**src/rtl/mux_pkg.sv**
```systemverilog
// Shared definitions for the mux_rr_pipe block.
//   mode_e      : selection mode encodings (fixed select / round-robin)
//   WIDTH_DEF   : default per-channel data width
//   N_DEF       : default channel count
package mux_pkg;

  typedef enum logic {
    MODE_FIXED = 1'b0,
    MODE_RR    = 1'b1
  } mode_e;

  localparam int WIDTH_DEF = 16;
  localparam int N_DEF     = 8;

endpackage

```
**src/rtl/mux_rr_pipe_rr_pick.sv**
```systemverilog
// rr_pick: cyclic first-set search over a request vector.
// Ports:
//   req     [N]     request bits
//   ptr     [SEL_W] index the search starts from (must be < N)
//   gnt_idx [SEL_W] first index i >= ptr (cyclically, wrapping N-1 -> 0) with req[i]=1
//   gnt_any         1 when any request bit is set
module rr_pick #(
  parameter int N     = 8,
  parameter int SEL_W = $clog2(N)
) (
  input  logic [N-1:0]     req,
  input  logic [SEL_W-1:0] ptr,
  output logic [SEL_W-1:0] gnt_idx,
  output logic             gnt_any
);

  int w_idx;

  // Walk from the farthest candidate back to ptr so the closest hit wins.
  always_comb begin
    gnt_idx = '0;
    gnt_any = 1'b0;
    w_idx   = 0;
    for (int k = N - 1; k >= 0; k--) begin
      w_idx = int'(ptr) + k;
      if (w_idx >= N) w_idx = w_idx - N;
      if (req[w_idx]) begin
        gnt_idx = SEL_W'(w_idx);
        gnt_any = 1'b1;
      end
    end
  end

endmodule

```
**src/rtl/mux_rr_pipe.sv**
```systemverilog
// mux_rr_pipe: N-channel multiplexer with fixed or round-robin selection and a
// single registered output stage with valid/ready handshakes.
// Ports:
//   clk, rst_n         clock, asynchronous active-low reset
//   mode               0 = fixed select via sel, 1 = round-robin
//   sel                channel index used in fixed mode (>= N selects nothing)
//   in_data/in_valid   flattened channel words, channel i at [i*WIDTH +: WIDTH]
//   in_ready           per-channel ready (combinational)
//   out_ready          downstream ready
//   out_data/out_ch    registered word and the channel that supplied it
//   out_valid          registered output valid
//   out_par            registered even parity of out_data (only with MUX_RR_PIPE_PARITY_EN)
// Build option: define MUX_RR_PIPE_PARITY_EN to add the out_par port and register.
module mux_rr_pipe
  import mux_pkg::*;
#(
  parameter int WIDTH = WIDTH_DEF,
  parameter int N     = N_DEF
) (
  input  logic                  clk,
  input  logic                  rst_n,
  input  logic                  mode,
  input  logic [$clog2(N)-1:0]  sel,
  input  logic [N*WIDTH-1:0]    in_data,
  input  logic [N-1:0]          in_valid,
  output logic [N-1:0]          in_ready,
  input  logic                  out_ready,
`ifdef MUX_RR_PIPE_PARITY_EN
  output logic                  out_par,
`endif
  output logic [WIDTH-1:0]      out_data,
  output logic [$clog2(N)-1:0]  out_ch,
  output logic                  out_valid
);

  localparam int SEL_W = $clog2(N);

  logic [SEL_W-1:0] r_ptr;
  logic [WIDTH-1:0] r_out_data;
  logic [SEL_W-1:0] r_out_ch;
  logic             r_out_valid;

  logic             w_load_en;
  logic [SEL_W-1:0] w_rr_idx;
  logic             w_rr_any;
  logic [SEL_W-1:0] w_pick;
  logic             w_pick_ok;
  logic [N-1:0]     w_gnt;
  logic [WIDTH-1:0] w_word;
  logic             w_xfer;
  logic [SEL_W-1:0] w_ptr_next;

  rr_pick #(
    .N     (N),
    .SEL_W (SEL_W)
  ) u_rr_pick (
    .req     (in_valid),
    .ptr     (r_ptr),
    .gnt_idx (w_rr_idx),
    .gnt_any (w_rr_any)
  );

  // The output stage can accept a word when empty or draining this cycle.
  assign w_load_en = !r_out_valid || out_ready;

  always_comb begin
    if (mode == MODE_RR) begin
      w_pick    = w_rr_idx;
      w_pick_ok = w_rr_any;
    end else begin
      w_pick    = sel;
      // Non-power-of-two N leaves sel codes that address no channel.
      w_pick_ok = ({1'b0, sel} < (SEL_W + 1)'(N));
    end
  end

  always_comb begin
    w_gnt  = '0;
    w_word = '0;
    for (int i = 0; i < N; i++) begin
      if (w_pick_ok && (w_pick == SEL_W'(i))) begin
        w_gnt[i] = 1'b1;
        w_word   = in_data[i*WIDTH +: WIDTH];
      end
    end
  end

  assign in_ready   = w_load_en ? w_gnt : '0;
  assign w_xfer     = w_load_en && |(w_gnt & in_valid);
  assign w_ptr_next = (w_pick == SEL_W'(N - 1)) ? '0 : w_pick + SEL_W'(1);

  always_ff @(posedge clk or negedge rst_n) begin
    if (!rst_n) begin
      r_out_data  <= '0;
      r_out_ch    <= '0;
      r_out_valid <= 1'b0;
      r_ptr       <= '0;
    end else begin
      if (w_xfer) begin
        r_out_data  <= w_word;
        r_out_ch    <= w_pick;
        r_out_valid <= 1'b1;
        if (mode == MODE_RR) r_ptr <= w_ptr_next;
      end else if (w_load_en) begin
        r_out_valid <= 1'b0;
      end
    end
  end

  assign out_data  = r_out_data;
  assign out_ch    = r_out_ch;
  assign out_valid = r_out_valid;

`ifdef MUX_RR_PIPE_PARITY_EN
  logic r_out_par;

  always_ff @(posedge clk or negedge rst_n) begin
    if (!rst_n) begin
      r_out_par <= 1'b0;
    end else if (w_xfer) begin
      r_out_par <= ^w_word;
    end
  end

  assign out_par = r_out_par;
`endif

endmodule
```
**config.mk**
```make
export PLATFORM = sky130hd
export DESIGN_NAME = mux_rr_pipe
export DESIGN_NICKNAME = d
export VERILOG_FILES = /design/src/rtl/mux_pkg.sv /design/src/rtl/mux_rr_pipe_rr_pick.sv /design/src/rtl/mux_rr_pipe.sv
export SDC_FILE = /design/constraint.sdc
export NUM_CORES = 1
export LEC_CHECK = 0
export CAP_MARGIN = 10
export CORE_ASPECT_RATIO = 0.8
export CORE_MARGIN = 2
export CORE_UTILIZATION = 44
export CTS_CLUSTER_DIAMETER = 80
export DETAILED_ROUTE_END_ITERATION = 16
export PLACE_DENSITY = 0.87
export RECOVER_POWER = 50
export SLEW_MARGIN = 10
export SYNTH_ARGS = -nofsm -noshare
export SYNTH_HDL_FRONTEND = slang
export SYNTH_HIERARCHICAL = 1
export SYNTH_SLANG_ARGS = --single-unit
```
**constraint.sdc**
```tcl
create_clock -name clk -period 13.9 [get_ports clk]
set_input_delay 1.39 -clock clk [delete_from_list [all_inputs] [get_ports clk]]
set_output_delay 1.39 -clock clk [all_outputs]
set_load 0.05 [all_outputs]
```
Word level (Yosys, flattened, before mapping)
Index checks and enable logic that the tools add are counted.
{"block": "totals", "memories": 0, "ram_bits": 0, "latchBits": 0, "word_cells": 129, "ff_bits": 23, "in_bits": 143, "mem_bits_ro": 0}
{"block": "classes", "shift": 0, "order_cmp": 16, "n_bitwise": 1, "n_reduce_logical": 15, "n_addsub": 16, "mul": 0, "n_div": 0, "mux": 70, "eq_ne": 7}
{"op": "32-bit by 5-bit < comparator with 1-bit output (second input constant)", "n": 8}
{"op": "32-bit two-way mux", "n": 8}
{"op": "32-bit by 5-bit greater-or-equal comparator with 1-bit output (second input constant)", "n": 7}
{"op": "32-bit by 5-bit subtractor with 32-bit output (second input constant)", "n": 7}
{"op": "16-bit two-way mux", "n": 8}
{"op": "1-bit two-way mux", "n": 35}
{"op": "3-bit two-way mux", "n": 10}
{"op": "1-bit binary-select mux with 3-bit select", "n": 8}
{"op": "3-bit by 3-bit adder with 4-bit output (second input constant)", "n": 4}
{"op": "3-bit equality test (second input constant)", "n": 4}
{"op": "1-bit logical AND", "n": 9}
{"op": "3-bit by 2-bit adder with 4-bit output (second input constant)", "n": 2}
{"op": "8-bit bitwise AND", "n": 1}
{"op": "8-bit two-way mux", "n": 1}
{"op": "8-bit OR reduction", "n": 1}
{"op": "3-bit by 2-bit equality test with 1-bit output (second input constant)", "n": 2}
{"op": "3-bit by 4-bit subtractor with 5-bit output (second input constant)", "n": 1}
{"op": "3-bit by 1-bit adder with 4-bit output (second input constant)", "n": 1}
{"op": "3-bit by 4-bit greater-or-equal comparator with 1-bit output (second input constant)", "n": 1}
{"op": "3-bit by 1-bit adder with 3-bit output (second input constant)", "n": 1}
{"op": "3-bit by 1-bit equality test with 1-bit output (second input constant)", "n": 1}
{"op": "3-bit zero test", "n": 1}
{"op": "2-bit AND reduction", "n": 1}
{"op": "2-bit nonzero test", "n": 1}
{"op": "2 further kinds", "n": 2}

Logic depth before layout (Yosys ltp)
{"block": "logic_depth", "ltp_word": 25, "mapped_depth": 22}

Hierarchy
Netlist, hierarchy kept.
{"mod": "mux_rr_pipe", "seq_area_each_um2": 575.6, "area_per_inst_um2": 2487.4, "cells_each": 301, "n_inst": 1}
{"mod": "rr_pick", "seq_area_each_um2": 0.0, "area_per_inst_um2": 782.0, "cells_each": 90, "n_inst": 1}

Worst setup path before layout
No wires, ideal clock.
{"block": "synth_timing", "path_type": "input to output", "from": "input in_valid[0]", "to": "output in_ready[7]", "path_stages": 13, "required_time_ns": 12.510, "path_slack_ns": 7.964, "n_path_buf": 1, "arrival_time_ns": 4.546, "path_cell_list": "mux4_1 > mux2_4 > o21ai_2 > a31oi_1 > o21bai_1 > mux2_1 > mux2i_1 > inv_1 > ha_1 > ha_1 > nand2_1 > clkbuf_1 > nor2_1"}
{"block": "synth_via", "elab_chain_len": 16}
{"element": "from (decl)", "line": "mux_rr_pipe.sv:25", "source": "input logic [N-1:0] in_valid,"}
{"element": "1-bit binary-select mux with 3-bit select", "line": "mux_rr_pipe_rr_pick.sv:27", "source": "if (req[w_idx]) begin"}
{"element": "1-bit two-way mux (implied by the code) (2 in a row)", "line": "mux_rr_pipe_rr_pick.sv:27"}
{"element": "3-bit two-way mux (7 in a row)", "line": "mux_rr_pipe_rr_pick.sv:27"}
{"element": "3-bit two-way mux (*)", "line": "mux_rr_pipe_rr_pick.sv:27"}
{"element": "net w_rr_idx[0]", "line": "mux_rr_pipe.sv:44", "source": "logic [SEL_W-1:0] w_rr_idx;"}
{"element": "3-bit two-way mux (*)", "line": "mux_rr_pipe.sv:67", "source": "if (mode == MODE_RR) begin"}
{"element": "net w_pick[0]", "line": "mux_rr_pipe.sv:46", "source": "logic [SEL_W-1:0] w_pick;"}
{"element": "3-bit equality test (*)", "line": "mux_rr_pipe.sv:81", "source": "if (w_pick_ok && (w_pick == SEL_W'(i))) begin"}
{"element": "1-bit logical AND (*)", "line": "mux_rr_pipe.sv:81"}
{"element": "1-bit two-way mux (*)", "line": "mux_rr_pipe.sv:81"}
{"element": "8-bit two-way mux (*)", "line": "mux_rr_pipe.sv:88", "source": "assign in_ready = w_load_en ? w_gnt : '0;"}
{"element": "to (decl)", "line": "mux_rr_pipe.sv:26", "source": "output logic [N-1:0] in_ready,"}
Mark *: on every way through the listed nets, which the timed path passes. The rest lies on a longest branch. The select of a mux whose other input is x is not followed.

Final worst setup path
Same ends and word-level chain as after synthesis.

==> impl_results.rst <==
.. list-table::
   :header-rows: 1

   * - Metric
     - Value
   * - Status
     - finished, final reports clean
   * - Clk pin slew, worst setup/hold paths
     - approximately 0.090 ns
   * - VDD IR-drop max
     - 0.180 mV
   * - Most common cell after layout, fill and taps aside
     - clkdlybuf4s50_1
   * - Max-cap violation count
     - 0
   * - H-tree depth
     - 1
   * - Cell family with most CP delay
     - multiplexers
   * - Minimum hold slack
     - 0.508 ns
   * - Fill cells
     - 597
   * - # Post-CTS Setup Buffers
     - 0
   * - Via density
     - between 6 and 7
   * - Nets in the synthesized netlist
     - 542
   * - Crit path arrival time
     - 6.03 ns
   * - Sequential area share after synthesis
     - 17.6%
   * - Aggregate global routing overflow
     - 0
   * - Number of failing hold endpoints at the final stage
     - 0
   * - Flip-flop cell with the highest count after synthesis
     - dfrtp_1
   * - Sinks on the clock net
     - 23
   * - Share of cells above drive strength 1
     - 11.3%
   * - Initial antenna violation count
     - 0
   * - Clock root buffer
     - clkbuf_8
   * - Clock skew
     - around 0.0017 ns
   * - Critical path endpoint category
     - output pin
   * - Required time at the endpoint of the critical path
     - 12.51 ns
   * - Half-perimeter wire length after detailed placement
     - ~9900 um
   * - Final period util
     - between 50% and 60%
   * - Gate Count Post-Synth
     - 391
   * - Cell with the largest stage delay on the worst path
     - clkdlybuf4s50_1
   * - Worst setup path class
     - input port to output pin
   * - Total Nets Final
     - 690
   * - Sequence of cells on the critical path
     - clkdlybuf4s50_1 -> mux4_1 -> mux2_4 -> o21ai_2 -> a31oi_1 -> o21bai_1 -> mux2_1 -> mux2i_1 -> inv_1 -> ha_1 -> ha_1 -> nand2_1 -> nor2_1 -> clkdlybuf4s50_1
   * - Area used by multi-input combinational logic
     - approximately 2500 um^2
   * - Share of async-settable or async-resettable flops after synthesis
     - 100%
   * - Effective utilization at floorplan
     - around 45%
   * - Post-synthesis cell type with the largest combined area
     - dfrtp_1
   * - Netlist cell types
     - 66
   * - Setup TNS after final layout
     - 0 ns
   * - WL/cell
     - around 21 um
   * - Area of the core
     - between 7000 and 8000 um^2
   * - DIE AREA
     - approximately 8000 um^2
   * - Count of cells resized by post-cts repair
     - 0
   * - Max-slew violation count
     - 0
   * - Top achievable clock speed
     - about 130 MHz
   * - Cell leakage power
     - between 1.5 and 2 nW
   * - Final GP Congestion
     - 0.976
   * - IO Pins
     - 171
   * - Mean post-synth cell area
     - 8.36 um^2
   * - Setup Viol. Count Final
     - 0
   * - Register Area
     - 576 um^2
   * - Slew at the pin closest to its max-slew limit
     - 1.21 ns
   * - Synth top area cells
     - dfrtp_1 (18%), nand2_1 (7.2%), mux2_2 (4.5%)
   * - CTS max path bufs
     - 2
   * - Post-detailed-route count of antenna-violating nets
     - 0
   * - Syn. warnings
     - 6
   * - Worst min-delay path class
     - flop to flop
   * - Worst-Skew Late Latency
     - approximately 0.27 ns
   * - Largest net degree at the start of global routing
     - 40
   * - Number of enable flip-flop cells after synthesis
     - 0
   * - Floorplan row count
     - 28
   * - Count of input and output buffers
     - 170
   * - Die extent in x
     - 100 um
   * - Total routed wirelength
     - 13000 um
   * - Gr usage total
     - 30.5%
   * - Number of buffers created by CTS
     - 3
   * - Number of detailed-routing iterations run before antenna repair
     - 5
   * - DR iter-0 viols
     - 404
   * - Via Count
     - 4050
   * - Area share of the largest cell type after synthesis
     - 17.6%
   * - Hold bufs inserted after CTS
     - 0
   * - Via count of the first global-routing pass
     - 3916
   * - DRC errors left
     - 0
   * - Wire length of the first global-routing pass
     - 19600 um
   * - Largest driver fanout on the critical path
     - 19
   * - Antenna diode count
     - 0
   * - Clock tree from TritonCTS
     - built
   * - Largest stage delay, worst path
     - 0.73 ns
   * - Post-Syn Area
     - around 3300 um^2
   * - Power density over the cells
     - just under 300 nW/um^2
   * - RSZ-0062 raised after global routing
     - no
   * - Area added between synthesis and finish
     - 52.0%
   * - Buffers and inverters on the worst path
     - 3
   * - Top library cells by usage in the layout, fill and taps aside
     - clkdlybuf4s50_1 (155), nand2_1 (63), nor2_1 (27), o21ai_0 (25), dfrtp_1 (23)
   * - Time the final worst path needs with I/O delays and setup
     - about 7.4 ns
   * - Die Span Y
     - 81.1 um
   * - Crit path launch type
     - input port
   * - Relative slew margins
     - a little under a fifth
   * - Synthesis-stage register bit count
     - 23
## sequential cells by signal (all words and copies together) (netlist names)
name / cells
out_data: 16
out_ch: 3
r_ptr: 3
out_valid: 1
## where the power goes
part / internal [W] / leakage (nW) / switching [W]
sequential: 0.000107 / 0.264 / 0.0000445
combinational: 0.000492 / 1.57 / 0.000745
clock: 0.0000201 / 0.0255 / 0.0000234
total: 0.000619 / 1.86 / 0.000813
## area by class of cell
cell class	instances	area share (%)
clock inverter	1	0.101
tap	90	2.27
clock buffer	3	0.831
sequential	23	11.6
multi-input combinational	329	49.9
timing repair buffer	172	34.6
inverter	10	0.755
## cell usage after synthesis (all sizes together) (3+ instances only)
master,n
mux4,10
nor2b,4
o22ai,3
a21oi,21
buf,22
o221ai,11
nand3,20
nor2,29
ha,8
nor3,3
a31oi,10
o21ai,31
nand2b,4
mux2i,14
clkbuf,7
a221o,7
nand2,63
and3,6
inv,10
dfrtp,23
and2,3
a221oi,10
o221a,8
a22oi,8
mux2,17
o22a,9
## path summary, 6_finish.rpt
path	start	end	slack [ns]	depth (start not counted)
worst max register to register	r_ptr[1]	r_ptr[0]	7.37	15
max in group asynchronous	rst_n	out_ch[2]	11.48	1
worst min-delay path	out_data[4]	out_data[4]	0.51	1
min in group asynchronous	rst_n	out_data[4]	1.77	1
worst max-delay path	in_valid[0]	in_ready[7]	6.48	14
worst min register to register	out_data[4]	out_data[4]	0.51	1
## logic make-up after synthesis
kind of cell | synth area share (%)
XOR/XNOR | 0.804
adder cells (fa/ha/maj) | 3.06
flip-flops | 17.6
buffers and inverters | 6.97
AND/OR/NAND/NOR | 19.3
multiplexers | 17.7
AO/OA/AOI/OAI | 34.6
## through the flow
| stage | instance area, um^2 | total power [W] | std cells | worst slack, ns | utilization, % |
|---|---|---|---|---|---|
| final | 4970 | 0.00143 | 628 | 6.48 | 68.2 |
| after global routing | 4970 | 0.00153 | 628 | 6.28 | 68.2 |
| after CTS | 4970 | 0.00141 | 628 | 6.55 | 68.2 |
| after detailed placement | 4920 | 0.00137 | 624 | 6.55 | 67.5 |
| after global placement | 4920 | 0.00133 | 624 | 6.73 | 67.5 |
| after floorplan | 3270 | 0.00107 | 391 | 7.96 | - |
## layer usage
| metal | share of wire, % | routed length, um | track usage (%) | vias up |
|---|---|---|---|---|
| met3 | 10 | 1320 | 5.77 | 68 |
| met2 | 47 | 6150 | 50.3 | 302 |
| met1 | 38 | 5010 | 39.4 | 1876 |
| met5 | 0 | 0 | 0 | - |
| met4 | 4.2 | 543 | 12.7 | 0 |
| li1 | - | - | - | 1804 |
(Power assumes the default switching activity.)
